$ cat src/rtl/seg_7_pkg.sv
// rtl/seg_7_pkg.sv - shared seven-segment pattern constants and code types
//
// Purpose: active-low segment patterns (bit0=a .. bit6=g) for the sixteen hex
// glyphs plus the all-off blank pattern, and the 5-bit sample code used by the
// scan decoder's per-digit stability filter.
// Ports: none (package).

package seg_7_pkg;

  localparam logic [6:0] SEG_0     = 7'b1000000;
  localparam logic [6:0] SEG_1     = 7'b1111001;
  localparam logic [6:0] SEG_2     = 7'b0100100;
  localparam logic [6:0] SEG_3     = 7'b0110000;
  localparam logic [6:0] SEG_4     = 7'b0011001;
  localparam logic [6:0] SEG_5     = 7'b0010010;
  localparam logic [6:0] SEG_6     = 7'b0000010;
  localparam logic [6:0] SEG_7     = 7'b1111000;
  localparam logic [6:0] SEG_8     = 7'b0000000;
  localparam logic [6:0] SEG_9     = 7'b0010000;
  localparam logic [6:0] SEG_A     = 7'b0001000;
  localparam logic [6:0] SEG_B     = 7'b0000011;
  localparam logic [6:0] SEG_C     = 7'b1000110;
  localparam logic [6:0] SEG_D     = 7'b0100001;
  localparam logic [6:0] SEG_E     = 7'b0000110;
  localparam logic [6:0] SEG_F     = 7'b0001110;
  localparam logic [6:0] SEG_BLANK = 7'b1111111;

  // Sample code: 0..15 hex value, 16 blank, 31 "no previous sample".
  typedef logic [4:0] code_t;

  localparam code_t CODE_BLANK = 5'd16;
  localparam code_t CODE_NONE  = 5'd31;

endpackage

$ cat src/rtl/seg_7_pattern_match.sv
// rtl/seg_7_pattern_match.sv - combinational seven-segment pattern recogniser
//
// Purpose: classify one active-low segment pattern as a hex glyph, blank, or
// unrecognised.
// Ports:
//   seg   in  7  active-low segment lines, bit0=a .. bit6=g
//   hit   out 1  pattern is one of the sixteen hex glyphs
//   blank out 1  pattern is all segments off
//   value out 4  hex value when hit, else 0
// hit=0 and blank=0 together mean an unrecognised pattern.

module seg_7_pattern_match
  import seg_7_pkg::*;
(
  input  logic [6:0] seg,
  output logic       hit,
  output logic       blank,
  output logic [3:0] value
);

  always_comb begin
    hit   = 1'b1;
    blank = 1'b0;
    value = 4'h0;
    case (seg)
      SEG_0:     value = 4'h0;
      SEG_1:     value = 4'h1;
      SEG_2:     value = 4'h2;
      SEG_3:     value = 4'h3;
      SEG_4:     value = 4'h4;
      SEG_5:     value = 4'h5;
      SEG_6:     value = 4'h6;
      SEG_7:     value = 4'h7;
      SEG_8:     value = 4'h8;
      SEG_9:     value = 4'h9;
      SEG_A:     value = 4'hA;
      SEG_B:     value = 4'hB;
      SEG_C:     value = 4'hC;
      SEG_D:     value = 4'hD;
      SEG_E:     value = 4'hE;
      SEG_F:     value = 4'hF;
      SEG_BLANK: begin
        hit   = 1'b0;
        blank = 1'b1;
      end
      default:   hit = 1'b0;
    endcase
  end

endmodule

$ cat src/rtl/seg_7_scan_decode.sv
// rtl/seg_7_scan_decode.sv - recovers hex digits from a multiplexed 7-seg bus
//
// Purpose: register the scanned display bus, take one sample per digit
// selection, filter each digit over STABLE_CNT matching samples, hold the
// committed values and report every change as a valid/ready event.
// Ports:
//   clk        in  1         rising-edge clock
//   rst        in  1         synchronous active-high reset
//   an         in  DIGITS    active-low digit enables (one low bit = valid)
//   seg        in  7         active-low segment lines
//   digits     out 4*DIGITS  committed hex values, nibble i = digit i
//   digit_ok   out DIGITS    digit i holds a committed hex value
//   out_valid  out 1         event available
//   out_ready  in  1         event consumed when out_valid & out_ready
//   out_index  out 3         digit position of the event
//   out_digit  out 4         committed value of that digit (0 when blank)
//   out_blank  out 1         event reports the digit going blank
//   pat_err    out 1         one-cycle pulse on an unrecognised sample

module seg_7_scan_decode
  import seg_7_pkg::*;
#(
  parameter int DIGITS     = 8,
  parameter int STABLE_CNT = 3
) (
  input  logic                  clk,
  input  logic                  rst,
  input  logic [DIGITS-1:0]     an,
  input  logic [6:0]            seg,
  output logic [4*DIGITS-1:0]   digits,
  output logic [DIGITS-1:0]     digit_ok,
  output logic                  out_valid,
  input  logic                  out_ready,
  output logic [2:0]            out_index,
  output logic [3:0]            out_digit,
  output logic                  out_blank,
  output logic                  pat_err
);

  localparam logic [3:0] STAB_MAX = 4'(STABLE_CNT);

  // Input capture and dwell tracking
  logic [DIGITS-1:0] an_q;
  logic [DIGITS-1:0] an_last;
  logic [6:0]        seg_q;
  logic [1:0]        dwell_q;
  logic [1:0]        dwell_d;
  logic              an_valid;
  logic              sample;

  // Decoded sample
  logic              hit;
  logic              blank;
  logic [3:0]        value;
  code_t             cur_code;
  logic              is_err;

  // Per-digit filter and committed state
  logic [DIGITS-1:0][3:0] stab_q;
  logic [DIGITS-1:0][3:0] stab_d;
  code_t [DIGITS-1:0]     last_q;
  code_t [DIGITS-1:0]     last_d;
  code_t [DIGITS-1:0]     comm_code;
  logic [4*DIGITS-1:0]    digits_q;
  logic [4*DIGITS-1:0]    digits_d;
  logic [DIGITS-1:0]      ok_q;
  logic [DIGITS-1:0]      ok_d;
  logic [DIGITS-1:0]      commit;

  // Event arbitration
  logic [DIGITS-1:0]      pending_q;
  logic [DIGITS-1:0]      pending_d;
  logic [DIGITS-1:0]      load_mask;
  logic                   can_load;
  logic                   any_pending;
  logic [2:0]             pick_idx;
  logic [3:0]             pick_nib;
  logic                   pick_blank;

  seg_7_pattern_match u_match (
    .seg   (seg_q),
    .hit   (hit),
    .blank (blank),
    .value (value)
  );

  // The dwell count is the number of cycles the current selection has been
  // held beyond its first; it saturates at 3 since only the value 1 matters.
  // Comparing against an_last (the previous an_q) means a return to the same
  // digit after an invalid gap still starts a fresh dwell.
  always_comb begin
    an_valid = $onehot(~an_q);
    dwell_d  = 2'd0;
    if (an_valid && (an_q == an_last)) begin
      dwell_d = (dwell_q == 2'd3) ? 2'd3 : dwell_q + 2'd1;
    end
    sample   = (dwell_d == 2'd1);
    cur_code = hit ? {1'b0, value} : CODE_BLANK;
    is_err   = !hit && !blank;
  end

  always_comb begin
    for (int i = 0; i < DIGITS; i++) begin
      comm_code[i] = ok_q[i] ? {1'b0, digits_q[4*i +: 4]} : CODE_BLANK;
    end
  end

  always_comb begin
    stab_d   = stab_q;
    last_d   = last_q;
    digits_d = digits_q;
    ok_d     = ok_q;
    commit   = '0;
    for (int i = 0; i < DIGITS; i++) begin
      if (sample && !an_q[i]) begin
        if (is_err) begin
          stab_d[i] = 4'd0;
          last_d[i] = CODE_NONE;
        end else begin
          if (cur_code == last_q[i]) begin
            stab_d[i] = (stab_q[i] >= STAB_MAX) ? STAB_MAX : stab_q[i] + 4'd1;
          end else begin
            last_d[i] = cur_code;
            stab_d[i] = 4'd1;
          end
          // Saturated repeats of the committed code fall through the
          // inequality test, so a stable digit never re-announces itself.
          if ((stab_d[i] == STAB_MAX) && (cur_code != comm_code[i])) begin
            commit[i]            = 1'b1;
            ok_d[i]              = hit;
            digits_d[4*i +: 4]   = hit ? value : 4'h0;
          end
        end
      end
    end
  end

  // Lowest pending index wins. The event reads the registered (pre-commit)
  // state; a same-cycle commit on that digit re-sets its pending bit so the
  // newer value is reported afterwards.
  always_comb begin
    any_pending = |pending_q;
    can_load    = !out_valid || out_ready;
    pick_idx    = 3'd0;
    pick_nib    = 4'h0;
    pick_blank  = 1'b0;
    load_mask   = '0;
    for (int i = DIGITS - 1; i >= 0; i--) begin
      if (pending_q[i]) begin
        pick_idx     = 3'(i);
        pick_nib     = digits_q[4*i +: 4];
        pick_blank   = !ok_q[i];
        load_mask    = '0;
        load_mask[i] = 1'b1;
      end
    end
    if (can_load) begin
      pending_d = (pending_q & ~load_mask) | commit;
    end else begin
      pending_d = pending_q | commit;
    end
  end

  always_ff @(posedge clk) begin
    if (rst) begin
      an_q      <= '1;
      an_last   <= '1;
      seg_q     <= SEG_BLANK;
      dwell_q   <= 2'd0;
      stab_q    <= '0;
      last_q    <= {DIGITS{CODE_NONE}};
      digits_q  <= '0;
      ok_q      <= '0;
      pending_q <= '0;
      out_valid <= 1'b0;
      out_index <= 3'd0;
      out_digit <= 4'h0;
      out_blank <= 1'b0;
      pat_err   <= 1'b0;
    end else begin
      an_q      <= an;
      an_last   <= an_q;
      seg_q     <= seg;
      dwell_q   <= dwell_d;
      stab_q    <= stab_d;
      last_q    <= last_d;
      digits_q  <= digits_d;
      ok_q      <= ok_d;
      pending_q <= pending_d;
      pat_err   <= sample && is_err;
      if (can_load) begin
        out_valid <= any_pending;
        if (any_pending) begin
          out_index <= pick_idx;
          out_digit <= pick_nib;
          out_blank <= pick_blank;
        end
      end
    end
  end

  assign digits   = digits_q;
  assign digit_ok = ok_q;

endmodule

$ cat config.mk
export PLATFORM = sky130hd
export DESIGN_NAME = seg_7_scan_decode
export DESIGN_NICKNAME = d
export VERILOG_FILES = /design/src/rtl/seg_7_pkg.sv /design/src/rtl/seg_7_pattern_match.sv /design/src/rtl/seg_7_scan_decode.sv
export SDC_FILE = /design/constraint.sdc
export NUM_CORES = 1
export LEC_CHECK = 0
export CORE_MARGIN = 4
export CORE_UTILIZATION = 50
export CTS_CLUSTER_DIAMETER = 120
export DETAILED_ROUTE_END_ITERATION = 7
export PLACE_DENSITY = 0.7
export SYNTH_ARGS = -nofsm -noshare
export SYNTH_HDL_FRONTEND = slang
export SYNTH_SLANG_ARGS = --single-unit
$ cat constraint.sdc
create_clock -name clk -period 11 [get_ports clk]
set_input_delay 1.1 -clock clk [delete_from_list [all_inputs] [get_ports clk]]
set_output_delay 1.1 -clock clk [all_outputs]
set_load 0.005 [all_outputs]
==> results of run 1 <==
## worst max-delay path by stage
| stage | depth (start not counted) | end | start | slack, ps |
|---|---|---|---|---|
| floorplan | 17 | digits[2] | an_q[0] | 6100 |
| global placement | 14 | digits[6] | an_q[1] | 5610 |
| detailed placement | 14 | digits[5] | an_q[1] | 5490 |
| CTS | 14 | digits[5] | an_q[1] | 5440 |
| global route | 14 | digits[5] | an_q[0] | 5070 |
| finish | 14 | digits[5] | an_q[1] | 5380 |
## area by class of cell
cell class,instances,area [sq um],area share
clock inverter,13,165,0.0171
tap,216,270,0.0280
multi-input combinational,764,4790,0.497
clock buffer,19,443,0.0460
sequential,155,3100,0.322
timing repair buffer,76,733,0.0761
inverter,35,131,0.0136
## cell usage after synthesis (12+ instances only)
cell and count:
o21ai_0 65, buf_2 12, nand3_1 40, xnor2_1 25
nor3_1 38, dfxtp_1 155, nor2_1 75, o211ai_1 17
and3_1 33, a21oi_1 72, inv_1 35, xor2_1 17
mux2i_1 44, or2_2 22, nand4_1 20, clkbuf_1 47
nand2_1 114
## layer usage
layer  vias up  wire length, um  GRT usage
li1       3787                -          -
met1      3756            11200      0.369
met2       328            11100      0.415
met3        51             1850     0.0500
met4         0              617     0.0931
met5         -                0          0
## critical path, cell delays in order, from the launching register on
cell	delay (ps)
dfxtp_1	480
fa_1	460
inv_1	70
fa_1	420
fa_1	490
ha_1	170
inv_1	60
fa_1	370
a211o_1	320
a2111oi_2	420
nand4_1	420
nor2_1	580
o311ai_0	460
or3_4	520
a221oi_1	280
## flip-flops by register name, summed over array words and instances (netlist names), 4 cells and up
name / flops
last_q: 40
digits: 32
stab_q: 32
an_last: 8
an_q: 8
digit_ok: 8
pending_q: 8
seg_q: 7
out_digit: 4
## kinds of logic after synthesis
family	after synthesis	synth area share
multiplexers	45	0.0544
AND/OR/NAND/NOR	415	0.254
adder cells (fa/ha/maj)	15	0.0262
AO/OA/AOI/OAI	247	0.197
buffers and inverters	100	0.0502
flip-flops	155	0.373
XOR/XNOR	42	0.0443
## report_power, final
| group | internal (mW) | leakage (nW) | switching [mW] |
|---|---|---|---|
| clock network | 0.365 | 0.287 | 0.249 |
| registers | 0.566 | 1.26 | 0.00896 |
| logic | 0.0277 | 2.02 | 0.0493 |
==> impl_metrics.csv, run 1 <==
group,metric,value,unit
synth,synth_area_per_cell,8.15,sq um
sta,fin_crit,5620,ps
sta,fin_ws,5380,ps
clock_network,cts_setup_buffers,0,
sta,fmax,178,MHz
final_layout,drive_gt1_frac,0.0763,
floorplan,die_h,137,um
clock_network,cts_buffers,17,
synth,async_flop_share,0,
worst_hold_path,hold_depth,1,
synth,postSynthCellCount,1019,
floorplan,die_area,0.0187,sq mm
sta,tightest_slew,1040,ps
power_and_ir_drop,power.total,1.27,mW
clock_network,clock-sinks,155,
floorplan,row_count,46,
floorplan,ios,68,
setup_path,arrival,5960,ps
clock_network,root_buffer,"clkbuf_16",
setup_path,cp-end-kind,"flop",
routing,vias,7922,
setup_path,start_kind,"flop",
floorplan,dieWidth,137,um
grt,antenna_found_initial,0,
grt,overflow,0,
place,dp_slack,5490,ps
place,place_hpwl,17300,um
worst_hold_path,min_from,"dwell_q[0]",
clock_network,clk_latency,430,ps
place,globalplace.congestion,0.886,
sta,relSlewSlack,0.303,
routing,drc,0,
setup_path,r2r_end,"digits[5]",
final_layout,area_growth,16.0,%
synth,synth_cell_types,77,
clock_network,cts_hold_buffers,0,
routing,totalWireLength,24800,um
clock_network,clkTransAtPathRegs,60,ps
grt,track_usage,0.266,
routing,drtPass1Iterations,5,
worst_hold_path,hold_path_end,"dwell_q[0]",
grt,grt_max_degree,75,
sta,setup_viol,0,
routing,ant_nets,0,
synth,synth_nets,1052,
clock_network,clk_path_buf_depth,2,
power_and_ir_drop,p_leak,3.57,nW
sta,hold_violations,0,
worst_hold_path,hp-class,"flop to flop",
clock_network,h-tree-depth,4,
routing,drt-wirelength-per-cell,19.4,um
final_layout,final_cell_mix,"dfxtp_1, nand2_1, nor2_1",
sta,slew_violations,0,
synth,ys_seq_area_frac,0.373,
final_layout,final_common_cell,"dfxtp_1",
routing,vias_per_cell,6.20,
sta,finalClockSkew,7.80,ps
final_layout,final_cells,1278,
sta,finalSetupTns,0,ps
final_layout,fill_cells,1432,
synth,synth_ff_type,"dfxtp_1",
setup_path,r2r-start,"an_q[1]",
power_and_ir_drop,peakVddDrop,0.112,mV
synth,synthTopCellsByArea,"dfxtp_1, mux2i_1, nand2_1",
setup_path,r2r_cells,14,
outcome,status,"complete, no violations",
clock_network,cts-resized-gates,0,
sta,timing.final.crit_share,0.511,
power_and_ir_drop,p_per_area,131,mW/mm^2
setup_path,cp.required,11340,ps
routing,drtIter0Drc,923,
synth,synth_edf_count,0,
synth,synth_area,0.00831,sq mm
grt,grt_pass1_wl,38900,um
floorplan,start_util,0.517,
setup_path,path_max_fanout,10,
setup_path,critical_path_class,"flop to flop",
sta,whs,452,ps
synth,synth_warnings,0,
final_layout,final_util,0.600,
grt,grt_pass1_vias,7156,
synth,synth_top_cell_area_share,0.373,
final_layout,post-route-cell-area,0.00964,sq mm
place,dp_cells,1246,
clock_network,cts_tree,"yes",
floorplan,core,0.0161,sq mm
place,numPortBuffers,67,
place,dpl_cell_area,0.00903,sq mm
sta,rsz0062_at_grt,"no",
final_layout,num_antenna_cells,0,
job,max_cap_viol_count,0,
synth,ys_ff_latch,155,
setup_path,ff2ff_setup_slack,5380,ps
final_layout,fin_nets,1082,
synth,synth_top_cell_by_area,"dfxtp_1",
Note: power is estimated with default switching activity, not from simulation.
==> run 2: changes to the inputs <==
Clock period 11 ns to 5.79 ns, I/O delays scaled along.
==> run 2 against run 1 <==
Effect of this change:
- combinational power rose by 92%
- power up 91%
- sequential share of layout area is 0.10 points lower
- flip-flop and latch count is the same
- utilization rose by 0.19 points
==> impl_metrics.csv, run 2 (synthesis gave the netlist of run 1 again) <==
group,metric,value,unit
routing,totalWireLength,24800,um
setup_path,ff2ff_setup_slack,480,ps
power_and_ir_drop,peakVddDrop,0.212,mV
clock_network,clk_latency,430,ps
sta,slew_violations,0,
final_layout,multiInputGateArea,0.00479,sq mm
power_and_ir_drop,p_leak,3.58,nW
final_layout,drive_gt1_frac,0.0789,
sta,hold_violations,0,
floorplan,die_area,0.0187,sq mm
floorplan,core,0.0161,sq mm
setup_path,path_max_fanout,10,
clock_network,clock-sinks,155,
floorplan,ios,68,
power_and_ir_drop,p_per_area,250,mW/mm^2
sta,finalSetupTns,0,ps
clock_network,clkTransAtPathRegs,60,ps
setup_path,cp-end-kind,"flop",
grt,overflow,0,
sta,setup_viol,0,
setup_path,r2r_end,"digit_ok[0]",
setup_path,cp_common_cell,"fa_1",
routing,drt-wirelength-per-cell,19.4,um
sta,relSlewSlack,0.308,
clock_network,cts_setup_buffers,0,
grt,grt_pass1_wl,38900,um
final_layout,ff_latch_area,0.00310,sq mm
setup_path,r2r-start,"an_q[1]",
sta,rsz0062_at_grt,"no",
place,numPortBuffers,67,
routing,vias_per_cell,6.17,
setup_path,cpMaxStageDelayCell,"dfxtp_1",
grt,grt_pass1_vias,7136,
sta,tightest_slew,1030,ps
power_and_ir_drop,power.total,2.42,mW
sta,fin_crit,5310,ps
routing,drtIter0Drc,854,
place,globalplace.congestion,0.945,
clock_network,root_buffer,"clkbuf_16",
routing,vias,7904,
setup_path,critPathBufInv,2,
setup_path,path_cells,"fa_1, inv_1, fa_1, fa_1, ha_1, inv_1, fa_1, a211o_1, a2111oi_2, nand4_1, or2_2, a221oi_1, and4_1, nor2_1, a211oi_1",
sta,timing.final.crit_share,0.918,
final_layout,fin_nets,1085,
final_layout,area_growth,16.4,%
clock_network,cts_hold_buffers,0,
floorplan,dieWidth,137,um
sta,fmax,188,MHz
setup_path,cp_top_family,"adder cells",
floorplan,die_h,137,um
outcome,status,"complete, no violations",
worst_hold_path,hold_path_end,"dwell_q[0]",
final_layout,final_common_cell,"dfxtp_1",
routing,drtPass1Iterations,5,
grt,grt_max_degree,75,
setup_path,max_stage_delay,500,ps
setup_path,critical_path_class,"flop to flop",
routing,drc,0,
job,max_cap_viol_count,0,
final_layout,final_cells,1281,
clock_network,cts_tree,"yes",
final_layout,largest_reg_flops,40,
floorplan,start_util,0.517,
worst_hold_path,hold_depth,1,
final_layout,final_cell_mix,"dfxtp_1, nand2_1, nor2_1",
setup_path,arrival,5660,ps
final_layout,final_util,0.602,
grt,track_usage,0.269,
place,place_hpwl,17300,um
clock_network,cts_buffers,17,
routing,ant_nets,0,
final_layout,fill_cells,1476,
sta,finalClockSkew,8.57,ps
setup_path,cp.required,6130,ps
final_layout,num_antenna_cells,0,
worst_hold_path,hp-class,"flop to flop",
clock_network,clk_path_buf_depth,2,
setup_path,start_kind,"flop",
grt,antenna_found_initial,0,
clock_network,cts-resized-gates,0,
clock_network,h-tree-depth,4,
setup_path,r2r_cells,15,
final_layout,top_register,"last_q",
worst_hold_path,min_from,"dwell_q[0]",
place,dp_cells,1249,
floorplan,row_count,46,
run 2: metal layers:
metal	GRT usage	part of all wire	vias to the layer above	wire length (um)
li1	-	-	3775	-
met1	0.377	0.45	3762	11100
met2	0.405	0.45	312	11100
met3	0.0507	0.077	55	1910
met4	0.114	0.029	0	715
met5	0	0	-	0
run 2: cell type report:
class	instances	share of cell area
multi-input cells	764	0.496
flip-flops and latches	155	0.321
repair buffers	79	0.0782
clock buffers	18	0.0444
well taps	216	0.0280
clock inverters	14	0.0193
inverters	35	0.0136
run 2: where the power goes:
group          total, mW  internal [mW]  switching [mW]  leakage, nW
clock               1.18          0.690           0.487        0.288
sequential          1.09           1.08          0.0172         1.26
combinational      0.148         0.0542          0.0934         2.04
run 2: worst max path at each step:
| stage | slack (ps) | start | endpoint | depth (start not counted) |
|---|---|---|---|---|
| after floorplan | 890 | an_q[0] | digits[2] | 17 |
| after global placement | 650 | an_q[1] | digits[3] | 15 |
| after detailed placement | 540 | an_q[1] | digits[2] | 15 |
| after CTS | 500 | an_q[1] | digit_ok[0] | 15 |
| after global routing | 190 | an_q[1] | digits[6] | 14 |
| final | 480 | an_q[1] | digit_ok[0] | 15 |
run 2: stage by stage:
step	setup WS [ps]	cell area [sq um]	hold slack (ps)
3_3_place_gp	647	9050	442
3_5_place_dp	537	9050	446
6_report	476	9670	450
2_1_floorplan	891	8310	421
4_1_cts	502	9670	455
5_1_grt	186	9670	476
run 2: worst reg2reg max path, cell delays in order (launching register included):
cell and delay (ps):
dfxtp_1 500, fa_1 470, inv_1 80, fa_1 420
fa_1 490, ha_1 170, inv_1 50, fa_1 370
a211o_1 320, a2111oi_2 410, nand4_1 380, or2_2 500
a221oi_1 390, and4_1 400, nor2_1 70, a211oi_1 200
